--- src/rtl/multicycle_control_fsm.sv ---
// Multicycle RV32I control unit. It sequences fetch, decode, execute, memory and writeback,
// handles the mem_req/mem_ready handshake with a wait-state timeout, and raises a sticky trap.
module multicycle_control_fsm #(
  parameter int MEM_TIMEOUT = 16,
  parameter int CNT_W       = (MEM_TIMEOUT > 0) ? $clog2(MEM_TIMEOUT + 1) : 1
) (
  input  logic       clk,
  input  logic       reset_n,
  input  logic [6:0] opcode,
  input  logic [2:0] funct3,
  input  logic       zero_flag,
  input  logic       lt_flag,
  input  logic       ltu_flag,
  input  logic       mem_ready,
  output logic       mem_req,
  output logic       adr_src,
  output logic       ir_write,
  output logic       reg_write,
  output logic       pc_update,
  output logic       pc_src,
  output logic       mem_write,
  output logic       branch,
  output logic [1:0] alu_src_a,
  output logic [1:0] alu_src_b,
  output logic [2:0] alu_op,
  output logic [1:0] result_src,
  output logic [4:0] fsm_state,
  output logic       trap,
  output logic [1:0] trap_cause
);

  typedef enum logic [4:0] {
    S_FETCH    = 5'd0,
    S_DECODE   = 5'd1,
    S_EXECR    = 5'd2,
    S_EXECI    = 5'd3,
    S_JAL      = 5'd4,
    S_JALR_ADR = 5'd5,
    S_JALR_PC  = 5'd6,
    S_LUI      = 5'd7,
    S_AUIPC    = 5'd8,
    S_MEMADR   = 5'd9,
    S_MEMREAD  = 5'd10,
    S_MEMWRITE = 5'd11,
    S_MEMWB    = 5'd12,
    S_ALUWB    = 5'd13,
    S_BRANCH   = 5'd14,
    S_TRAP     = 5'd15
  } state_t;

  localparam logic [6:0] OP_R      = 7'b0110011;
  localparam logic [6:0] OP_I      = 7'b0010011;
  localparam logic [6:0] OP_JAL    = 7'b1101111;
  localparam logic [6:0] OP_JALR   = 7'b1100111;
  localparam logic [6:0] OP_LUI    = 7'b0110111;
  localparam logic [6:0] OP_AUIPC  = 7'b0010111;
  localparam logic [6:0] OP_LOAD   = 7'b0000011;
  localparam logic [6:0] OP_STORE  = 7'b0100011;
  localparam logic [6:0] OP_BRANCH = 7'b1100011;

  localparam logic [1:0] CAUSE_ILLEGAL = 2'd1;
  localparam logic [1:0] CAUSE_TIMEOUT = 2'd2;

  localparam logic [CNT_W-1:0] CNT_MAX = CNT_W'(MEM_TIMEOUT);

  typedef struct packed {
    logic       mem_req;
    logic       adr_src;
    logic       ir_write;
    logic       reg_write;
    logic       pc_update;
    logic       pc_src;
    logic       mem_write;
    logic       branch;
    logic [1:0] alu_src_a;
    logic [1:0] alu_src_b;
    logic [2:0] alu_op;
    logic [1:0] result_src;
  } ctrl_t;

  state_t           state;
  state_t           state_next;
  logic [1:0]       cause;
  logic [1:0]       cause_next;
  logic [CNT_W-1:0] wait_cnt;
  logic             in_mem;
  logic             timed_out;
  logic [1:0]       br_eval;
  ctrl_t            ctrl;

  // Returns {legal, taken}; funct3 010/011 are not branch encodings.
  function automatic logic [1:0] branch_eval(input logic [2:0] f3, input logic z,
                                             input logic lt, input logic ltu);
    logic [1:0] r;
    case (f3)
      3'b000:  r = {1'b1, z};
      3'b001:  r = {1'b1, ~z};
      3'b100:  r = {1'b1, lt};
      3'b101:  r = {1'b1, ~lt};
      3'b110:  r = {1'b1, ltu};
      3'b111:  r = {1'b1, ~ltu};
      default: r = 2'b00;
    endcase
    return r;
  endfunction

  assign br_eval   = branch_eval(funct3, zero_flag, lt_flag, ltu_flag);
  assign in_mem    = (state == S_FETCH) || (state == S_MEMREAD) || (state == S_MEMWRITE);
  assign timed_out = (MEM_TIMEOUT != 0) && in_mem && !mem_ready && (wait_cnt == CNT_MAX);

  always_ff @(posedge clk or negedge reset_n) begin
    if (!reset_n) begin
      state <= S_FETCH;
      cause <= 2'd0;
    end else begin
      state <= state_next;
      cause <= cause_next;
    end
  end

  // The counter restarts whenever the state changes, so each memory state gets a fresh budget.
  always_ff @(posedge clk or negedge reset_n) begin
    if (!reset_n) begin
      wait_cnt <= '0;
    end else if (state_next != state) begin
      wait_cnt <= '0;
    end else if (in_mem && !mem_ready && (wait_cnt != CNT_MAX)) begin
      wait_cnt <= wait_cnt + CNT_W'(1);
    end
  end

  always_comb begin
    state_next = state;
    cause_next = cause;
    case (state)
      S_FETCH: begin
        if (mem_ready) begin
          state_next = S_DECODE;
        end else if (timed_out) begin
          state_next = S_TRAP;
          cause_next = CAUSE_TIMEOUT;
        end
      end
      S_DECODE: begin
        case (opcode)
          OP_R:               state_next = S_EXECR;
          OP_I:               state_next = S_EXECI;
          OP_JAL:             state_next = S_JAL;
          OP_JALR:            state_next = S_JALR_ADR;
          OP_LUI:             state_next = S_LUI;
          OP_AUIPC:           state_next = S_AUIPC;
          OP_LOAD, OP_STORE:  state_next = S_MEMADR;
          OP_BRANCH:          state_next = S_BRANCH;
          default: begin
            state_next = S_TRAP;
            cause_next = CAUSE_ILLEGAL;
          end
        endcase
      end
      S_EXECR, S_EXECI, S_LUI, S_AUIPC, S_JAL, S_JALR_PC: state_next = S_ALUWB;
      S_JALR_ADR: state_next = S_JALR_PC;
      S_MEMADR:   state_next = opcode[5] ? S_MEMWRITE : S_MEMREAD;
      S_MEMREAD: begin
        if (mem_ready) begin
          state_next = S_MEMWB;
        end else if (timed_out) begin
          state_next = S_TRAP;
          cause_next = CAUSE_TIMEOUT;
        end
      end
      S_MEMWRITE: begin
        if (mem_ready) begin
          state_next = S_FETCH;
        end else if (timed_out) begin
          state_next = S_TRAP;
          cause_next = CAUSE_TIMEOUT;
        end
      end
      S_MEMWB, S_ALUWB: state_next = S_FETCH;
      S_BRANCH: begin
        if (br_eval[1]) begin
          state_next = S_FETCH;
        end else begin
          state_next = S_TRAP;
          cause_next = CAUSE_ILLEGAL;
        end
      end
      S_TRAP:  state_next = S_TRAP;
      default: state_next = S_FETCH;
    endcase
  end

  always_comb begin
    ctrl = '0;
    case (state)
      S_FETCH: begin
        ctrl.mem_req    = 1'b1;
        ctrl.alu_src_b  = 2'd2;
        ctrl.result_src = 2'd2;
        ctrl.ir_write   = mem_ready;
        ctrl.pc_update  = mem_ready;
      end
      S_DECODE, S_AUIPC: begin
        ctrl.alu_src_a = 2'd1;
        ctrl.alu_src_b = 2'd1;
      end
      S_EXECR: begin
        ctrl.alu_src_a = 2'd2;
        ctrl.alu_op    = 3'b010;
      end
      S_EXECI: begin
        ctrl.alu_src_a = 2'd2;
        ctrl.alu_src_b = 2'd1;
        ctrl.alu_op    = 3'b011;
      end
      S_JAL, S_JALR_PC: begin
        ctrl.pc_update = 1'b1;
        ctrl.pc_src    = 1'b1;
        ctrl.alu_src_a = 2'd1;
        ctrl.alu_src_b = 2'd2;
      end
      S_JALR_ADR, S_MEMADR: begin
        ctrl.alu_src_a = 2'd2;
        ctrl.alu_src_b = 2'd1;
      end
      S_LUI: begin
        ctrl.alu_src_a = 2'd3;
        ctrl.alu_src_b = 2'd1;
      end
      S_MEMREAD: begin
        ctrl.mem_req = 1'b1;
        ctrl.adr_src = 1'b1;
      end
      S_MEMWRITE: begin
        ctrl.mem_req   = 1'b1;
        ctrl.adr_src   = 1'b1;
        ctrl.mem_write = mem_ready;
      end
      S_MEMWB: begin
        ctrl.result_src = 2'd1;
        ctrl.reg_write  = 1'b1;
      end
      S_ALUWB: ctrl.reg_write = 1'b1;
      S_BRANCH: begin
        ctrl.alu_src_a = 2'd2;
        ctrl.alu_op    = 3'b001;
        ctrl.branch    = 1'b1;
        ctrl.pc_update = br_eval[1] & br_eval[0];
        ctrl.pc_src    = br_eval[1] & br_eval[0];
      end
      default: ctrl = '0;
    endcase
  end

  // Outputs are forced low while reset is held so an access in flight is dropped at once.
  assign mem_req    = reset_n & ctrl.mem_req;
  assign adr_src    = reset_n & ctrl.adr_src;
  assign ir_write   = reset_n & ctrl.ir_write;
  assign reg_write  = reset_n & ctrl.reg_write;
  assign pc_update  = reset_n & ctrl.pc_update;
  assign pc_src     = reset_n & ctrl.pc_src;
  assign mem_write  = reset_n & ctrl.mem_write;
  assign branch     = reset_n & ctrl.branch;
  assign alu_src_a  = reset_n ? ctrl.alu_src_a  : 2'd0;
  assign alu_src_b  = reset_n ? ctrl.alu_src_b  : 2'd0;
  assign alu_op     = reset_n ? ctrl.alu_op     : 3'd0;
  assign result_src = reset_n ? ctrl.result_src : 2'd0;
  assign fsm_state  = reset_n ? state           : 5'd0;
  assign trap       = reset_n & (state == S_TRAP);
  assign trap_cause = reset_n ? cause           : 2'd0;

endmodule

--- config.mk ---
export PLATFORM = sky130hd
export DESIGN_NAME = multicycle_control_fsm
export DESIGN_NICKNAME = d
export VERILOG_FILES = /design/src/rtl/multicycle_control_fsm.sv
export SDC_FILE = /design/constraint.sdc
export NUM_CORES = 1
export LEC_CHECK = 0
export CAP_MARGIN = 5
export CORE_UTILIZATION = 43
export CTS_BUF_LIST = sky130_fd_sc_hd__clkbuf_8 sky130_fd_sc_hd__clkbuf_16
export CTS_CLUSTER_DIAMETER = 80
export DETAILED_ROUTE_END_ITERATION = 8
export PLACE_DENSITY_LB_ADDON = 0.08
export SLEW_MARGIN = 5
export SYNTH_ARGS = -nofsm -noshare
export SYNTH_HDL_FRONTEND = slang
export SYNTH_SLANG_ARGS = --single-unit
--- constraint.sdc ---
create_clock -name clk -period 2.1 [get_ports clk]
set_input_delay 0.21 -clock clk [delete_from_list [all_inputs] [get_ports clk]]
set_output_delay 0.21 -clock clk [all_outputs]
set_load 0.01 [all_outputs]
After elaboration in Yosys (flattened, before gate mapping):

Index checks and enable logic that the tools add are counted.

* input port bits: 16
* flip-flop bits (word level): 12
* memory bits (read-only): 0
* output and inout bits: 25
* bits in latches: 0
* RAM bits: 0
* memories: 0
* word-level logic and storage cells: 109

* reduce and logical (&&, ||, !) cells: 22
* equality and inequality tests: 36
* multiply operators: 0
* bitwise logic cells: 13
* divide/modulo/power cells: 0
* $add $sub $neg: 1
* multiplexer cells: 34
* shifts and indexed selects: 0
* $lt $le $gt $ge: 0

Operator list (count)
* case mux 5 bit (9 select lines): 1
* equality test 5 x 4 -> 1 bit, second input constant: 8
* 2-to-1 mux 5 bit: 7
* case mux 4 bit (8 select lines): 1
* equality test 7 x 6 -> 1 bit, second input constant: 3
* equality test 7 bit, second input constant: 3
* equality test 5 x 3 -> 1 bit, second input constant: 4
* case mux 2 bit (3 select lines): 3
* 2-to-1 mux 2 bit: 8
* equality test 7 x 5 -> 1 bit, second input constant: 2
* equality test 3 bit, second input constant: 4
* case mux 2 bit (6 select lines): 1
* OR reduction 6 bit: 2
* AND 1 bit: 10
* equality test 5 x 2 -> 1 bit, second input constant: 2
* OR reduction 9 bit: 1
* case mux 2 bit (2 select lines): 2
* OR reduction 2 bit: 4
* equality test 7 x 2 -> 1 bit, second input constant: 1
* 2-to-1 mux 1 bit: 7
* != test 2 bit, second input constant: 3
* OR reduction 3 bit: 2
* adder 5 x 1 -> 5 bit, second input constant: 1
* equality test 5 x 1 -> 1 bit, second input constant: 1
* other kinds (20): 25

Logic depth before layout (Yosys ltp):

* depth after elaboration: 10
* depth in mapped cells: 8
* gate-level depth less buffers: 8

Least setup slack after synthesis:

No wires, ideal clock.

* kind: reg2reg
* start: reg wait_cnt[0]
* end: reg wait_cnt[0]
* clock period less this slack: 2019 ps
* setup time: 86 ps
* stages on the path, launching flop included: 9
* data required time: 2014 ps
* arrival: 1933 ps
* buffers on the path: 0
* slack: 81 ps
* cells stage by stage: dfrtp_1 > inv_1 > ha_1 > nor4bb_1 > mux2i_1 > o32ai_1 > or4_1 > a2111o_1 > nor3_1

* word-level cells in the longest chain between the ends: 7
* elaborated cells between the ends (all ways): 14
* classes of those cells: add/sub (1); eq/ne (3); mux (7); reduce/logical (3)

RTL lines
* start: declaration: RTL line 85 `logic [CNT_W-1:0] wait_cnt;`
* start signal: assignment: RTL line 128 `wait_cnt <= wait_cnt + CNT_W'(1);`
* equality test 5 bit: RTL line 109 `assign timed_out = (MEM_TIMEOUT != 0) && in_mem && !mem_ready && (wait_cnt == CNT_MAX);`
* logical AND 1 bit: RTL line 109
* 2-to-1 mux 5 bit: RTL line 139, 166, 174
* 2-to-1 mux 5 bit (on tied branches): RTL line 172, 137, 164
* case mux 5 bit (9 select lines): RTL line 135 `case (state)`
* != test 5 bit: RTL line 125 `end else if (state_next != state) begin`
* 2-to-1 mux 5 bit or nonzero test 2 bit (tied branches)

Parallel ways exist; a longest one is shown, timed or not. The select of a mux whose other input is x is not followed.
A chain may end at the register's enable or synchronous reset.

Final worst setup path:

* start: reg state[1]
* end: reg wait_cnt[0]

* word-level cells in the longest chain between the ends: 10
* elaborated cells between the ends (all ways): 28
* classes of those cells: eq/ne (14); mux (6); reduce/logical (8)

RTL lines
* start: declaration: RTL line 81 `state_t state;`
* start signal: assignment: RTL line 116 `state <= state_next;`
* equality test 5 x 4 -> 1 bit or zero test 5 bit (tied branches): RTL line 108, 135
* logical OR 1 bit (2 in series): RTL line 108 `assign in_mem = (state == S_FETCH) || (state == S_MEMREAD) || (state == S_MEMWRITE);`
* logical AND 1 bit: RTL line 109, 127
* logical AND 1 bit: RTL line 109
* 2-to-1 mux 5 bit: RTL line 139, 166, 174
* 2-to-1 mux 5 bit (on tied branches): RTL line 172, 137, 164
* case mux 5 bit (9 select lines): RTL line 135
* != test 5 bit: RTL line 125
* 2-to-1 mux 5 bit or nonzero test 2 bit (tied branches)

Parallel ways exist; a longest one is shown, timed or not.

==> metrics.yaml <==
cells_and_area:
  final_layout_size_suffix_gt1_frac: 0.415
  syn_to_final_growth_pct: 88.9
  final_nets: 318
  final_common_cell: "buf_4"
  antenna_cells: 0
  mostFrequentLayoutCells: "buf_4 (76), nand2_1 (22), clkdlybuf4s50_1 (16), dlygate4sd2_1 (13), nor2_1 (11)"
yosys:
  synth.avg_cell_area_um2: 7.55
  yosysSeqAreaShare: 0.213
  synth_flop_cell: "dfrtp_1"
  ys_ff_latch: 12
  syn_area_mm2: 0.00141
  synth_cell_types: 58
  synthCells: 187
  synth-async-reset-ratio: 1.00
  synth_edf_count: 0
  ys_warn_count: 0
timing:
  timing.final.crit_share: 1.12
  grt_setup_unrepaired: "yes"
  whs_ns: 0.188
  min_period_ns: 2.34
  fin_tns_setup_ns: -1.07
  skew_ns: 0.00365
  setup_viol_count_final: 7
  slew_viol_final: 0
  hold_viol_final: 0
  setup_ws_ns: -0.244
  max_freq_mhz: 427
critical_path:
  r2r_start: "state[1]"
  worstReg2RegEnd: "wait_cnt[0]"
  startpoint_type: "register"
  critPathArrivalTime_ns: 2.49
  crit_path_max_fanout: 5
  ff2ff_setup_slack_ns: -0.24
  r2r_cells: 9
  crit_type: "register to register"
  cp-end-kind: "register"
  cp.required_ns: 2.24
clocking:
  path_clk_slew_ns: 0.05
  clk_latency_ns: 0.24
  cts_root_buf: "clkbuf_8"
  ctsHtreeMaxLevel: 1
  cts_buffers: 3
  cts_buffer_depth: 2
  cts_sinks: 12
  cts_tree: "built"
  cts-hold-fix-buffers: 0
power_and_ir_drop:
  total_power_uw: 2740
  p_leak_uw: 0.00135
  ir_worst_vdd_uv: 833
  power_density_mw_per_mm2: 1030
detailed_routing:
  routed_wl_um: 6030
  ant_nets: 0
  num_vias: 1992
  firstDrtPassIters: 4
  wl_per_cell_um: 17.6
  routed_via_density: 5.81
  drtIter0Drc: 184
  drc: 0
grt:
  antenna_found_initial: 0
  grt_pass1_wl_um: 8160
  track_usage: 0.308
  overflow: 0
  grt_max_degree: 18
  grt_pass1_vias: 1840
run:
  maxCapViolCount: 0
run_status:
  status: "complete, but fails checks"
  violations: "setup timing"
floorplanning:
  die_y_um: 59.3
  coreArea_mm2: 0.00308
  io_pins: 41
  rows: 20
  die_x_um: 59.3
  start_util: 0.459
  die_area_mm2: 0.00352
placed_design:
  port_buffers: 39
  place_hpwl_um: 3840
  gp_congestion: 0.873
min_path:
  hold_class: "input pin to async pin"
report_power, final:
part / internal, uW / total [uW] / switching [uW]
Clock: 166 / 254 / 88.2
Sequential: 291 / 368 / 76.3
Combinational: 1110 / 2120 / 1010
Total: 1570 / 2740 / 1170
repair_timing:
action / CTS / global route
buffers inserted: 6 / 7
gates cloned: 0 / 0
pin swaps: 15 / 6
setup endpoints to repair: 19 / 15
gates resized for setup: 50 / 24
worst max-delay path, stage by stage, from the launching register on:
cell and delay, ns:
dfrtp_1 0.42, buf_4 0.15, buf_4 0.13, or3_4 0.34, buf_4 0.16, a21oi_2 0.18
o21ai_1 0.14, o31a_1 0.13, a2111o_1 0.40, nor3_1 0.21
layer usage:
layer	wire length (um)	global-route usage	vias up
met5	0	0	-
met4	252	0.0952	0
met3	351	0.0415	32
met2	3050	0.559	96
met1	2370	0.372	950
li1	-	-	914
flip-flops by register name, indices dropped and copies added, names as in the netlist:
register	flops
cause	2
state	5
wait_cnt	5
synthesized netlist by cell type, drive strengths merged, types with 3 or more instances:
master  count  share of area
inv         9          0.024
clkbuf      4          0.011
buf         9          0.037
nor2       12          0.032
mux2i       4          0.028
nor3        9          0.032
xor2        5          0.031
and2        7          0.031
a2111o      3          0.024
nand3       4          0.014
nand3b      3          0.016
o21ai       9          0.032
a21oi       8          0.034
xnor2       3          0.019
dfrtp      12           0.21
nor4        4          0.018
nand2      23          0.061
and3        3          0.013
nand2b      4          0.018
a211oi      4          0.021
nor2b       3          0.013
or4         3          0.016
worst max-delay path by stage:
stage / from / to
2_1_floorplan: wait_cnt[0] / wait_cnt[0]
3_3_place_gp: funct3[2] / pc_update
3_5_place_dp: funct3[2] / pc_update
4_1_cts: state[1] / wait_cnt[1]
5_1_grt: wait_cnt[0] / wait_cnt[0]
6_report: state[1] / wait_cnt[0]
cell families after synthesis:
group	Yosys count	share of synthesized area
and+or+nand+nor	89	0.349
xor gates and xnor gates	8	0.0496
AOI/OAI and AO/OA	47	0.252
muxes	6	0.0443
DFF	12	0.213
other	1	0.00266
buffers and inverters	22	0.0718
adders and majority gates	2	0.0177
metrics by stage:
stage	util	area [um2]	setup slack, ns	std cells
finish	0.866	2670	-0.244	343
global route	0.866	2670	-0.270	343
CTS	0.816	2510	-0.0938	336
detailed placement	0.752	2320	-0.530	326
global placement	0.752	2320	-0.467	326
floorplan	-	1420	0.0807	188
layout make-up:
cell class	instances	area, um2
Tap cell	44	55.1
Clock buffer	4	55.1
Fill cell	169	412
Timing Repair Buffer	120	1020
Sequential cell	12	303
Multi-Input combinational cell	154	1200
Inverter	9	33.8
Note: power is estimated with default switching activity, not from simulation.
